$ cat src/rtl/ex_stage_unit.sv
`default_nettype none
// +----------------------------------------------------------------------------+
// | ex_stage_unit                                                              |
// | LC-3b execute stage: address generation, ALU/shifts, iterative MUL, and a  |
// | one-entry valid/ready output slot.                                         |
// | Revision: 1.0                                                              |
// +----------------------------------------------------------------------------+
module ex_stage_unit #(
  parameter int WIDTH      = 16,
  parameter int MUL_ENABLE = 1,
  parameter int TAG_W      = 4
) (
  input  logic             clk,
  input  logic             rst,
  input  logic             flush,
  input  logic             in_valid,
  output logic             in_ready,
  input  logic [3:0]       in_aluop,
  input  logic [15:0]      in_ir,
  input  logic [WIDTH-1:0] in_pc,
  input  logic [WIDTH-1:0] in_sr1,
  input  logic [WIDTH-1:0] in_sr2,
  input  logic             in_basesel,
  input  logic [1:0]       in_offsel,
  input  logic             in_addrsel,
  input  logic             in_immsel,
  input  logic [TAG_W-1:0] in_tag,
  output logic             out_valid,
  input  logic             out_ready,
  output logic [WIDTH-1:0] out_alu,
  output logic [WIDTH-1:0] out_address,
  output logic [TAG_W-1:0] out_tag,
  output logic             busy
);

  localparam int c_shamt_w = $clog2(WIDTH);
  localparam int c_cnt_w   = $clog2(WIDTH) + 1;
  localparam logic [c_cnt_w-1:0] c_last = c_cnt_w'(WIDTH - 1);
  localparam logic [3:0] c_op_mul = 4'd8;
  localparam int c_x_sext5 = 0;
  localparam int c_x_adj6  = 1;
  localparam int c_x_adj9  = 2;
  localparam int c_x_adj11 = 3;
  localparam int c_x_trap  = 4;

  typedef enum logic [0:0] {
    S_IDLE = 1'b0,
    S_MUL  = 1'b1
  } state_t;

  state_t r_state;
  state_t w_state_next;

  logic [4:0][15:0]      w_ext16;
  logic [4:0][WIDTH-1:0] w_ext;
  logic [WIDTH-1:0]      w_base, w_off, w_addr, w_a, w_b, w_alu, w_partial;
  logic [c_shamt_w-1:0]  w_shamt;
  logic                  w_accept, w_is_mul, w_load_single, w_mul_done;

  logic [WIDTH-1:0]   r_ma, r_mb, r_acc, r_maddr;
  logic [TAG_W-1:0]   r_mtag;
  logic [c_cnt_w-1:0] r_cnt;

  // Immediates are formed in a 16-bit domain (ir is 16 bits) and then resized.
  assign w_ext16[c_x_sext5] = {{11{in_ir[4]}}, in_ir[4:0]};
  assign w_ext16[c_x_adj6]  = {{9{in_ir[5]}}, in_ir[5:0], 1'b0};
  assign w_ext16[c_x_adj9]  = {{6{in_ir[8]}}, in_ir[8:0], 1'b0};
  assign w_ext16[c_x_adj11] = {{4{in_ir[10]}}, in_ir[10:0], 1'b0};
  assign w_ext16[c_x_trap]  = {7'b0, in_ir[7:0], 1'b0};

  generate
    for (genvar i = 0; i < 5; i++) begin : g_ext
      if (WIDTH > 16) begin : g_wide
        assign w_ext[i] = {{(WIDTH-16){w_ext16[i][15]}}, w_ext16[i]};
      end else begin : g_fit
        assign w_ext[i] = w_ext16[i][WIDTH-1:0];
      end
    end
  endgenerate

  assign w_base = in_basesel ? in_sr1 : in_pc;

  always_comb begin
    w_off = '0;
    case (in_offsel)
      2'd1:    w_off = w_ext[c_x_adj6];
      2'd2:    w_off = w_ext[c_x_adj9];
      2'd3:    w_off = w_ext[c_x_adj11];
      default: w_off = '0;
    endcase
  end

  assign w_addr  = in_addrsel ? (w_base + w_off) : w_ext[c_x_trap];
  assign w_a     = in_sr1;
  assign w_b     = in_immsel ? w_ext[c_x_sext5] : in_sr2;
  assign w_shamt = w_b[c_shamt_w-1:0];

  always_comb begin
    w_alu = w_a;
    case (in_aluop)
      4'd0:    w_alu = w_a + w_b;
      4'd1:    w_alu = w_a & w_b;
      4'd2:    w_alu = ~w_a;
      4'd3:    w_alu = w_a;
      4'd4:    w_alu = w_b;
      4'd5:    w_alu = w_a << w_shamt;
      4'd6:    w_alu = w_a >> w_shamt;
      4'd7:    w_alu = $signed(w_a) >>> w_shamt;
      4'd8:    w_alu = '0;
      default: w_alu = w_a;
    endcase
  end

  assign in_ready      = (r_state != S_MUL) && (!out_valid || out_ready);
  assign busy          = (r_state == S_MUL);
  assign w_accept      = in_valid && in_ready && !flush;
  assign w_is_mul      = (in_aluop == c_op_mul) && (MUL_ENABLE != 0);
  assign w_load_single = w_accept && !w_is_mul;
  assign w_mul_done    = (r_state == S_MUL) && (r_cnt == c_last) && !flush;
  // One shift-add step: the multiplicand moves left as the multiplier moves right.
  assign w_partial     = r_acc + (r_mb[0] ? r_ma : '0);

  always_ff @(posedge clk or posedge rst) begin
    if (rst) r_state <= S_IDLE;
    else     r_state <= w_state_next;
  end

  always_comb begin
    w_state_next = r_state;
    case (r_state)
      S_IDLE:  if (w_accept && w_is_mul) w_state_next = S_MUL;
      S_MUL:   if (r_cnt == c_last) w_state_next = S_IDLE;
      default: w_state_next = S_IDLE;
    endcase
    if (flush) w_state_next = S_IDLE;
  end

  always_ff @(posedge clk or posedge rst) begin
    if (rst) begin
      out_valid   <= 1'b0;
      out_alu     <= '0;
      out_address <= '0;
      out_tag     <= '0;
      r_ma        <= '0;
      r_mb        <= '0;
      r_acc       <= '0;
      r_maddr     <= '0;
      r_mtag      <= '0;
      r_cnt       <= '0;
    end else if (flush) begin
      out_valid <= 1'b0;
      r_acc     <= '0;
      r_cnt     <= '0;
    end else begin
      if (w_load_single) begin
        out_valid   <= 1'b1;
        out_alu     <= w_alu;
        out_address <= w_addr;
        out_tag     <= in_tag;
      end else if (w_mul_done) begin
        out_valid   <= 1'b1;
        out_alu     <= w_partial;
        out_address <= r_maddr;
        out_tag     <= r_mtag;
      end else if (out_valid && out_ready) begin
        out_valid <= 1'b0;
      end

      if (w_accept && w_is_mul) begin
        r_ma    <= w_a;
        r_mb    <= w_b;
        r_acc   <= '0;
        r_cnt   <= '0;
        r_maddr <= w_addr;
        r_mtag  <= in_tag;
      end else if (r_state == S_MUL) begin
        r_acc <= w_partial;
        r_ma  <= r_ma << 1;
        r_mb  <= r_mb >> 1;
        r_cnt <= r_cnt + c_cnt_w'(1);
      end
    end
  end

endmodule
`default_nettype wire

$ cat config.mk
export PLATFORM = sky130hd
export DESIGN_NAME = ex_stage_unit
export DESIGN_NICKNAME = d
export VERILOG_FILES = /design/src/rtl/ex_stage_unit.sv
export SDC_FILE = /design/constraint.sdc
export NUM_CORES = 1
export LEC_CHECK = 0
export CAP_MARGIN = 20
export CORE_ASPECT_RATIO = 0.9
export CORE_MARGIN = 4
export CORE_UTILIZATION = 45
export DETAILED_ROUTE_END_ITERATION = 8
export GPL_TIMING_DRIVEN = 0
export PLACE_DENSITY = 0.67
export SLEW_MARGIN = 40
export SYNTH_ARGS = -nofsm -noshare
export SYNTH_HDL_FRONTEND = slang
export SYNTH_SLANG_ARGS = --single-unit
export TNS_END_PERCENT = 100
$ cat constraint.sdc
create_clock -name clk -period 5.15 [get_ports clk]
set_clock_uncertainty 0.1 [all_clocks]
set_input_delay 1.03 -clock clk [delete_from_list [all_inputs] [get_ports clk]]
set_output_delay 1.03 -clock clk [all_outputs]
set_load 0.02 [all_outputs]
==> impl_metrics.csv, run 1 <==
group,metric,value,unit
yosys,syn_area,0.00929,mm2
yosys,synth_cell_types,71,
critical_path,path_max_fanout,10,
power,p_seq_share,36.9,%
yosys,synthXorXnorAreaFrac,3.39,%
run,drv_cap,0,
clocking,clk_root_buffer_cell,"clkbuf_16",
floorplan,rows,49,
critical_path,end_kind,"flop",
clocking,holdBufCountCts,0,
clocking,post_cts_buffers,0,
floorplan,die_x,159,um
route,dr.pass1.iters,5,
yosys,yosys.area_share.adder,7.11,%
clocking,clock-sinks,111,
clocking,insertion_delay,0.36,ns
floorplan,die_area,0.0230,mm2
yosys,yosys_most_used_dff,"dfrtp_1",
layout,utilization,55.1,%
layout,nets,1360,
status,status,"finished clean",
yosys,synth_area_per_cell,8.41,um2
placed_design,portBuffers,110,
route,antenna_left,0,
route,drt-met1-wl,15600,um
route,wire_per_inst,23.7,um
route,wl_met2,15500,um
placed_design,gp_congestion,0.971,
power,p_leak,4.90,nW
floorplan,fp.dieH,144,um
route,highest_layer,"met4",
yosys,synth-simple-area-share,16.9,%
yosys,synth_top_family_by_area,"compound AO/OA/AOI/OAI gates",
sta,finalHoldViolCount,0,
yosys,ys.warnings.count,0,
yosys,synthTopCellsByArea,"dfrtp_1, mux2i_1, ha_1",
power,internal_power,1.79,mW
power,vdd_ir_drop_max,0.000177,V
sta,rsz0062_at_grt,"false",
critical_path,cp-start-kind,"primary input",
route,drt-total-wl,35300,um
clocking,path_clk_slew,0.08,ns
critical_path,critPathRequiredTime,5.32,ns
clocking,numCtsBuffers,9,
sta,tightest_slew,0.944,ns
layout,diodes,0,
floorplan,core,0.0201,mm2
power,power-per-cell-area,251,mW/mm2
route,vias_per_cell,6.30,
power,pwr-share-comb,36.1,%
global_routing,grt_pass1_vias,9184,
placed_design,hpwl,27700,um
route,route.detailed.drc,0,
sta,period_needed,4.84,ns
route,vias,9370,
yosys,ys_seq_area_share,29.9,%
layout,syn_to_final_growth,19.4,%
yosys,synth-edff-count,0,
clocking,cts_resized,0,
layout,drive_above_1_share,6.25,%
power,switchingPower,1.00,mW
min_path,holdCritStartpoint,"out_tag[1]$_DFFE_PP0P_",
critical_path,crit_start,"in_sr1[1]",
yosys,synth-compound-area-share,24.4,%
yosys,yosys.area.top_type,"dfrtp_1",
global_routing,global_route.usage.total,30.7,%
route,wl_met3,3140,um
yosys,async_flop_share,100,%
sta,drv_slew,0,
critical_path,arrival,5.01,ns
global_routing,antenna_found_initial,0,
power,swShare,35.9,%
yosys,synthesis.nets,1238,
yosys,synth.area.mux_share,13.3,%
clocking,clock_path_buffers,2,
power,pwr-share-clk,27.0,%
floorplan,pin_count,121,
global_routing,globalRoute.totalOverflow,0,
yosys,synthCells,1105,
critical_path,path_class,"in2reg",
clocking,tritoncts,"yes",
yosys,synth_top_area_share,29.9,%
global_routing,grt_max_degree,70,
yosys,ys_ff_latch,111,
sta,fmax,207,MHz
sta,holdWs,0.382,ns
route,first_iter_violations,1112,
floorplan,initial_core_util,46.2,%
clocking,cts_max_level,3,
sta,finalCritPeriodShare,93.9,%
sta,setup_viol,0,
min_path,min_path_type,"reg2reg",
critical_path,worstReg2RegStart,"r_mb[0]$_DFFE_PP0P_",
sta,relSlewSlack,36.6,%
global_routing,grt_pass1_wl,54600,um
## per-layer routing
metal,vias to the layer above,track usage (%)
li1,4329,-
met1,4502,43.7
met2,462,47.8
met3,77,5.04
met4,0,10.8
met5,-,0
## Yosys cell counts (19+ instances only)
| master | n |
|---|---|
| clkbuf_1 | 67 |
| nor2_1 | 77 |
| nor3_1 | 27 |
| a21oi_1 | 68 |
| mux2i_1 | 62 |
| xnor2_1 | 25 |
| ha_1 | 48 |
| nand3_1 | 19 |
| o21ai_0 | 111 |
| inv_1 | 31 |
| nand2_1 | 143 |
| dfrtp_1 | 111 |
## stage by stage
step | instances | setup WS, ns | total power [mW] | instance area, um2 | TNS (ns)
after floorplan | 1105 | 0.852 | 1.63 | 9290 | 0
after global placement | 1470 | -0.626 | 2.02 | 10700 | -68.81
after detailed placement | 1471 | -0.149 | 2.03 | 10700 | -0.322
after CTS | 1487 | 0.207 | 2.77 | 11100 | 0
after global routing | 1487 | 0.0186 | 2.92 | 11100 | 0
final | 1487 | 0.312 | 2.79 | 11100 | 0
## sequential cells by signal, indices dropped and copies added (netlist names)
name         cells
r_mb            16
busy             1
out_address     16
r_cnt            5
r_maddr         16
out_tag          4
out_alu         16
out_valid        1
r_mtag           4
r_acc           16
r_ma            16
## worst max-delay path: stages
cell and delay (ns):
clkdlybuf4s50_1 0.57, clkbuf_1 0.52, mux2_2 0.28, ha_1 0.17, inv_1 0.06, fa_1 0.38, nor2b_1 0.16, o21ai_0 0.12
a21oi_1 0.25, o21ai_0 0.11, a2111oi_0 0.75, o21a_1 0.22, nor2_1 0.07, xor2_1 0.14, o31ai_1 0.18
## power groups by stage
stage,clock network [mW],registers (mW),logic [mW]
finish,0.752,1.03,1.00
global route,0.795,1.04,1.08
CTS,0.756,1.03,0.989
detailed placement,0,1.04,0.985
global placement,0,1.04,0.977
floorplan,0,1.10,0.524
## path summary, 6_finish.rpt
kind,to,slack (ns),cells after the start
hold reg to reg,out_tag[1]$_DFFE_PP0P_,0.38,2
hold / removal,out_tag[1]$_DFFE_PP0P_,0.38,2
min in group asynchronous,r_mtag[1]$_DFFE_PP0P_,0.95,2
setup reg to reg,out_alu[15]$_DFFE_PP0P_,1.68,12
setup / recovery,r_maddr[11]$_DFFE_PP0P_,0.31,15
max in group asynchronous,r_acc[6]$_DFFE_PP0P_,3.35,3
## final cells by class
class | instances | area, um2
Buffer | 84 | 344
Clock buffer | 9 | 225
Clock inverter | 7 | 98.8
Fill cell | 1896 | 9020
Inverter | 34 | 135
Multi-Input combinational cell | 876 | 6060
Sequential cell | 111 | 2780
Tap cell | 255 | 319
Timing Repair Buffer | 111 | 1130
## placed cells by master, fill, tap and decap left out, types with 18 or more instances in the layout
master | synthesis | final
mux4_2 | 18 | 18
nand3_1 | 19 | 19
clkbuf_1 | 67 | 66
a21oi_1 | 68 | 68
clkdlybuf4s50_1 | 0 | 110
nand2_1 | 143 | 143
mux2i_1 | 62 | 62
o21ai_0 | 111 | 111
dfrtp_1 | 111 | 111
ha_1 | 48 | 48
xnor2_1 | 25 | 25
inv_1 | 31 | 30
nor2_1 | 77 | 77
nor3_1 | 27 | 26
## logic make-up after synthesis
kind of cell / count (synthesis)
AO/OA/AOI/OAI: 346
AND/OR/NAND/NOR: 346
buffers and inverters: 118
flip-flops: 111
multiplexers: 97
adder cells (fa/ha/maj): 51
XOR/XNOR: 36
(Power assumes the default switching activity.)
==> run 2, diff against run 1 <==
Settings changed: MAX_ROUTING_LAYER set to met4.
==> impl_metrics.csv, run 2 (same netlist as run 1, synthesis figures left out) <==
group,metric,value,unit
status,status,"finished clean",
layout,diodes,0,
power,swShare,36.1,%
power,internal_power,1.73,mW
route,vias_per_cell,6.27,
power,p_seq_share,38.2,%
power,vdd_ir_drop_max,0.000151,V
power,pwr-share-clk,24.9,%
critical_path,path_class,"in2reg",
clocking,clock_path_buffers,2,
clocking,post_cts_buffers,0,
placed_design,hpwl,26700,um
floorplan,initial_core_util,46.2,%
layout,layout_commonest_cell,"nand2_1",
critical_path,path_max_fanout,10,
clocking,tritoncts,"yes",
floorplan,rows,49,
route,first_iter_violations,1007,
placed_design,gp_congestion,1.03,
placed_design,dp_worst_setup_slack,-0.229,ns
power,power,2.70,mW
clocking,cts_resized,0,
power,p_leak,4.87,nW
placed_design,dpl_cell_area,0.0107,mm2
clocking,cts_max_level,3,
sta,relSlewSlack,40.5,%
route,dr.pass1.iters,6,
run,drv_cap,0,
layout,drive_above_1_share,6.18,%
floorplan,pin_count,121,
layout,nets,1359,
route,drt-total-wl,34300,um
sta,tightest_slew,0.886,ns
route,route.detailed.drc,0,
route,wire_per_inst,23.1,um
floorplan,die_area,0.0230,mm2
critical_path,critPathRequiredTime,5.23,ns
sta,setup_viol,0,
sta,setup_ws,0.155,ns
clocking,clk_root_buffer_cell,"clkbuf_16",
sta,finalCritPeriodShare,97.0,%
global_routing,globalRoute.totalOverflow,0,
placed_design,portBuffers,110,
sta,finalHoldViolCount,0,
layout,final_cell_mix,"nand2_1, dfrtp_1, clkdlybuf4s50_1, o21ai_0, nor2_1",
route,antenna_left,0,
layout,fillers,1854,
sta,fmax,200,MHz
power,pwr-share-comb,36.9,%
critical_path,cp-start-kind,"primary input",
global_routing,global_route.usage.total,30.2,%
clocking,clock-sinks,111,
clocking,path_clk_slew,0.08,ns
global_routing,antenna_found_initial,0,
critical_path,end_kind,"flop",
layout,syn_to_final_growth,18.9,%
sta,period_needed,5.00,ns
sta,rsz0062_at_grt,"false",
clocking,numCtsBuffers,9,
clocking,insertion_delay,0.35,ns
global_routing,grt_max_degree,81,
global_routing,grt_pass1_vias,8906,
route,vias,9317,
sta,drv_slew,0,
floorplan,core,0.0201,mm2
layout,fin_area,0.0110,mm2
power,power-per-cell-area,245,mW/mm2
critical_path,arrival,5.08,ns
global_routing,grt_pass1_wl,52300,um
sta,holdWs,0.376,ns
floorplan,die_x,159,um
clocking,holdBufCountCts,0,
min_path,min_path_type,"reg2reg",
sta,tns,0,ns
floorplan,fp.dieH,144,um
power,switchingPower,0.975,mW
-- run 2: per-stage QoR --
stage | cells | utilization (%)
floorplan | 1105 | -
global placement | 1470 | 53.2
detailed placement | 1471 | 53.4
CTS | 1486 | 54.8
global route | 1485 | 54.9
finish | 1485 | 54.9
-- run 2: cell type report --
cell class / instances / area [um2] / share of cell area, %
Tap cell: 255 / 319 / 2.89
Sequential cell: 111 / 2780 / 25.2
Multi-Input combinational cell: 876 / 6060 / 54.9
Clock inverter: 6 / 56.3 / 0.510
Inverter: 34 / 135 / 1.22
Clock buffer: 9 / 225 / 2.04
Buffer: 83 / 339 / 3.07
Timing Repair Buffer: 111 / 1130 / 10.2
-- run 2: power groups by stage --
stage	registers [mW]	logic (mW)	clock network [mW]
finish	1.03	0.998	0.672
global route	1.04	1.07	0.714
global placement	1.05	0.965	0
floorplan	1.10	0.524	0
detailed placement	1.05	0.977	0
CTS	1.03	0.980	0.679
-- run 2: routing by layer --
layer  up-vias  part of all wire [%]  global-route usage (%)
met5         -                     0                       -
met4         0                   3.8                    11.0
met3        90                   9.3                    6.04
met2       459                    42                    44.5
met1      4454                    44                    41.5
li1       4314                     -                       -
-- run 2: final timing paths --
path | startpoint | to | slack (ns) | depth (start not counted)
max | in_ir[3] | out_alu[13]$_DFFE_PP0P_ | 0.15 | 14
min | out_tag[1]$_DFFE_PP0P_ | out_tag[1]$_DFFE_PP0P_ | 0.38 | 2
max reg2reg | r_mb[0]$_DFFE_PP0P_ | out_alu[14]$_DFFE_PP0P_ | 1.70 | 12
min reg2reg | out_tag[1]$_DFFE_PP0P_ | out_tag[1]$_DFFE_PP0P_ | 0.38 | 2
max in group asynchronous | rst | r_ma[13]$_DFFE_PP0P_ | 3.34 | 3
min in group asynchronous | rst | out_tag[1]$_DFFE_PP0P_ | 0.93 | 2
-- run 2: critical path, cell delays in order --
cell	delay, ns
clkdlybuf4s50_1	0.52
mux2i_2	0.13
inv_1	0.29
clkbuf_1	0.43
ha_1	0.38
and3_1	0.21
a2111oi_4	0.40
o31ai_1	0.18
a21o_1	0.20
a21o_1	0.21
a31oi_2	0.25
xnor2_1	0.09
a221oi_1	0.50
o221ai_1	0.25
==> run 3, diff against run 2 <==
Settings changed: CELL_PAD_IN_SITES_DETAIL_PLACEMENT set to 1, CELL_PAD_IN_SITES_GLOBAL_PLACEMENT set to 2, CORE_UTILIZATION 45 to 34, PLACE_DENSITY 0.67 to unset, PLACE_DENSITY_LB_ADDON set to 0.1.
==> impl_metrics.csv, run 3 (same netlist as run 1, synthesis figures left out) <==
group,metric,value,unit
status,status,"finished with violations",
status,violations,"negative setup slack",
clocking,numCtsBuffers,9,
critical_path,path_max_fanout,10,
sta,setup_viol,1,
sta,finalCritPeriodShare,100,%
global_routing,grt_max_degree,72,
critical_path,worst-path-stages,14,
clocking,clock_path_buffers,2,
critical_path,critical-path-top-delay-family,"compound AO/OA/AOI/OAI gates",
critical_path,cp_num_buf_inv,3,
power,power,2.76,mW
floorplan,fp.dieH,165,um
power,switchingPower,1.02,mW
route,first_iter_violations,785,
placed_design,dp_worst_setup_slack,-0.556,ns
critical_path,critPathRequiredTime,5.27,ns
layout,fin_area,0.0112,mm2
route,drt-total-wl,40800,um
floorplan,initial_core_util,34.5,%
sta,finalHoldViolCount,0,
min_path,hold_depth,2,
clocking,holdBufCountCts,0,
critical_path,path_cells,"clkdlybuf4s50_1 -> mux2i_2 -> inv_1 -> clkbuf_2 -> ha_1 -> and3_1 -> a2111oi_4 -> o31ai_1 -> a21o_1 -> a21o_1 -> a31oi_2 -> xnor2_1 -> a221oi_1 -> o221ai_1",
critical_path,cp-start-kind,"primary input",
floorplan,die_area,0.0300,mm2
route,vias,9453,
critical_path,path_class,"in2reg",
route,wire_per_inst,25.7,um
sta,tightest_slew,0.947,ns
clocking,tritoncts,"yes",
clocking,clk_root_buffer_cell,"clkbuf_16",
critical_path,r2r_cells,12,
layout,nets,1359,
sta,relSlewSlack,36.8,%
power,pwr-share-comb,37.3,%
run,drv_cap,0,
route,route.detailed.drc,0,
power,p_leak,4.89,nW
power,swShare,37.0,%
route,vias_per_cell,5.96,
floorplan,pin_count,121,
global_routing,grt_pass1_vias,9571,
global_routing,antenna_found_initial,2,
layout,drive_above_1_share,7.39,%
sta,period_needed,5.17,ns
floorplan,die_x,182,um
critical_path,end_kind,"flop",
power,pwr-share-clk,25.2,%
sta,setup_ws,-0.0194,ns
placed_design,gp_congestion,0.975,
power,vdd_ir_drop_max,0.000169,V
global_routing,global_route.usage.total,27.6,%
clocking,insertion_delay,0.36,ns
sta,holdWs,0.377,ns
layout,syn_to_final_growth,20.6,%
route,antenna_left,0,
clocking,clock-sinks,111,
layout,utilization,41.6,%
route,dr.pass1.iters,5,
placed_design,portBuffers,110,
critical_path,crit_path_top_delay_cell,"clkdlybuf4s50_1",
critical_path,slowest_delay,0.56,ns
floorplan,rows,57,
placed_design,dpl_cell_area,0.0109,mm2
sta,drv_slew,0,
min_path,min_path_type,"reg2reg",
power,power-per-cell-area,247,mW/mm2
critical_path,worst_path_most_repeated_cell,"a21o_1",
floorplan,core,0.0270,mm2
power,internal_power,1.74,mW
layout,layout_commonest_cell,"nand2_1",
placed_design,hpwl,31400,um
critical_path,arrival,5.29,ns
sta,fmax,193,MHz
layout,fillers,3230,
clocking,path_clk_slew,0.08,ns
sta,rsz0062_at_grt,"false",
power,p_seq_share,37.5,%
global_routing,globalRoute.totalOverflow,0,
layout,final_cell_mix,"nand2_1, dfrtp_1, o21ai_0, clkdlybuf4s50_1, nor2_1",
global_routing,grt_pass1_wl,61100,um
clocking,cts_max_level,3,
==> run 3: cell count changes in the layout (fill, tap and decap cells not counted), moves of 2 or more <==
cell / previous run / this run
clkbuf_2: 0 / 9
diode_2: 0 / 2
buf_1: 6 / 4
clkbuf_1: 67 / 60
==> run 3: power by group through the flow <==
stage	Clock, mW	Combinational (mW)	Sequential, mW
after CTS	0.711	1.02	1.04
after global placement	0	1.00	1.05
after global routing	0.749	1.11	1.05
after detailed placement	0	1.02	1.05
after floorplan	0	0.524	1.10
final	0.696	1.03	1.04
==> run 3: repair_timing <==
action                                  in CTS  in global routing
setup buffers                                0                  0
pin swaps                                    0                  0
endpoints found under the hold margin        0                  0
endpoints found under the setup margin       4                  1
resized for setup                            3                  1
==> run 3: layout make-up <==
cell class                      instances  area (um2)  share of cell area, %
Multi-Input combinational cell        876        6080                   54.3
Clock buffer                           11         243                   2.17
Clock inverter                          5        40.0                  0.357
Inverter                               34         135                   1.21
Sequential cell                       111        2780                   24.8
Timing Repair Buffer                  111        1130                   10.1
Tap cell                              354         443                   3.95
Buffer                                 83         352                   3.14
Antenna cell                            2        5.00                 0.0447
==> run 3: metal layers <==
metal	vias up	global-route usage [%]	part of all wire, %
li1	4304	-	-
met1	4770	38.1	47
met2	344	43.8	46
met3	35	4.67	6.1
met4	0	4.16	1.1
met5	-	-	0
==> run 3: final timing paths <==
path                                        start                          to  slack [ns]
max                                      in_ir[3]     out_alu[13]$_DFFE_PP0P_       -0.02
min reg2reg                out_tag[0]$_DFFE_PP0P_      out_tag[0]$_DFFE_PP0P_        0.38
min                        out_tag[0]$_DFFE_PP0P_      out_tag[0]$_DFFE_PP0P_        0.38
max in group asynchronous                     rst  out_address[5]$_DFFE_PP0P_        3.31
max reg2reg                   r_mb[0]$_DFFE_PP0P_     out_alu[14]$_DFFE_PP0P_        1.66
min in group asynchronous                     rst        r_cnt[3]$_DFFE_PP0P_        0.94
==> run 3: worst reg2reg max path, cell delays in order (launching register included) <==
cell and delay (ns):
dfrtp_1 0.46, and2_1 0.20, ha_1 0.21, fa_1 0.44, a21o_1 0.18, a21oi_1 0.21, nor2_1 0.09, o21a_1 0.23
a311o_1 0.41, a21o_1 0.19, a21oi_1 0.18, xor2_1 0.31, a211oi_1 0.13
==> run 3: metrics by stage <==
stage	std cells	TNS (ns)
after floorplan	1105	0
after global placement	1569	-101.27
after detailed placement	1570	-2.23
after CTS	1585	0
after global routing	1587	0
final	1587	-0.0194
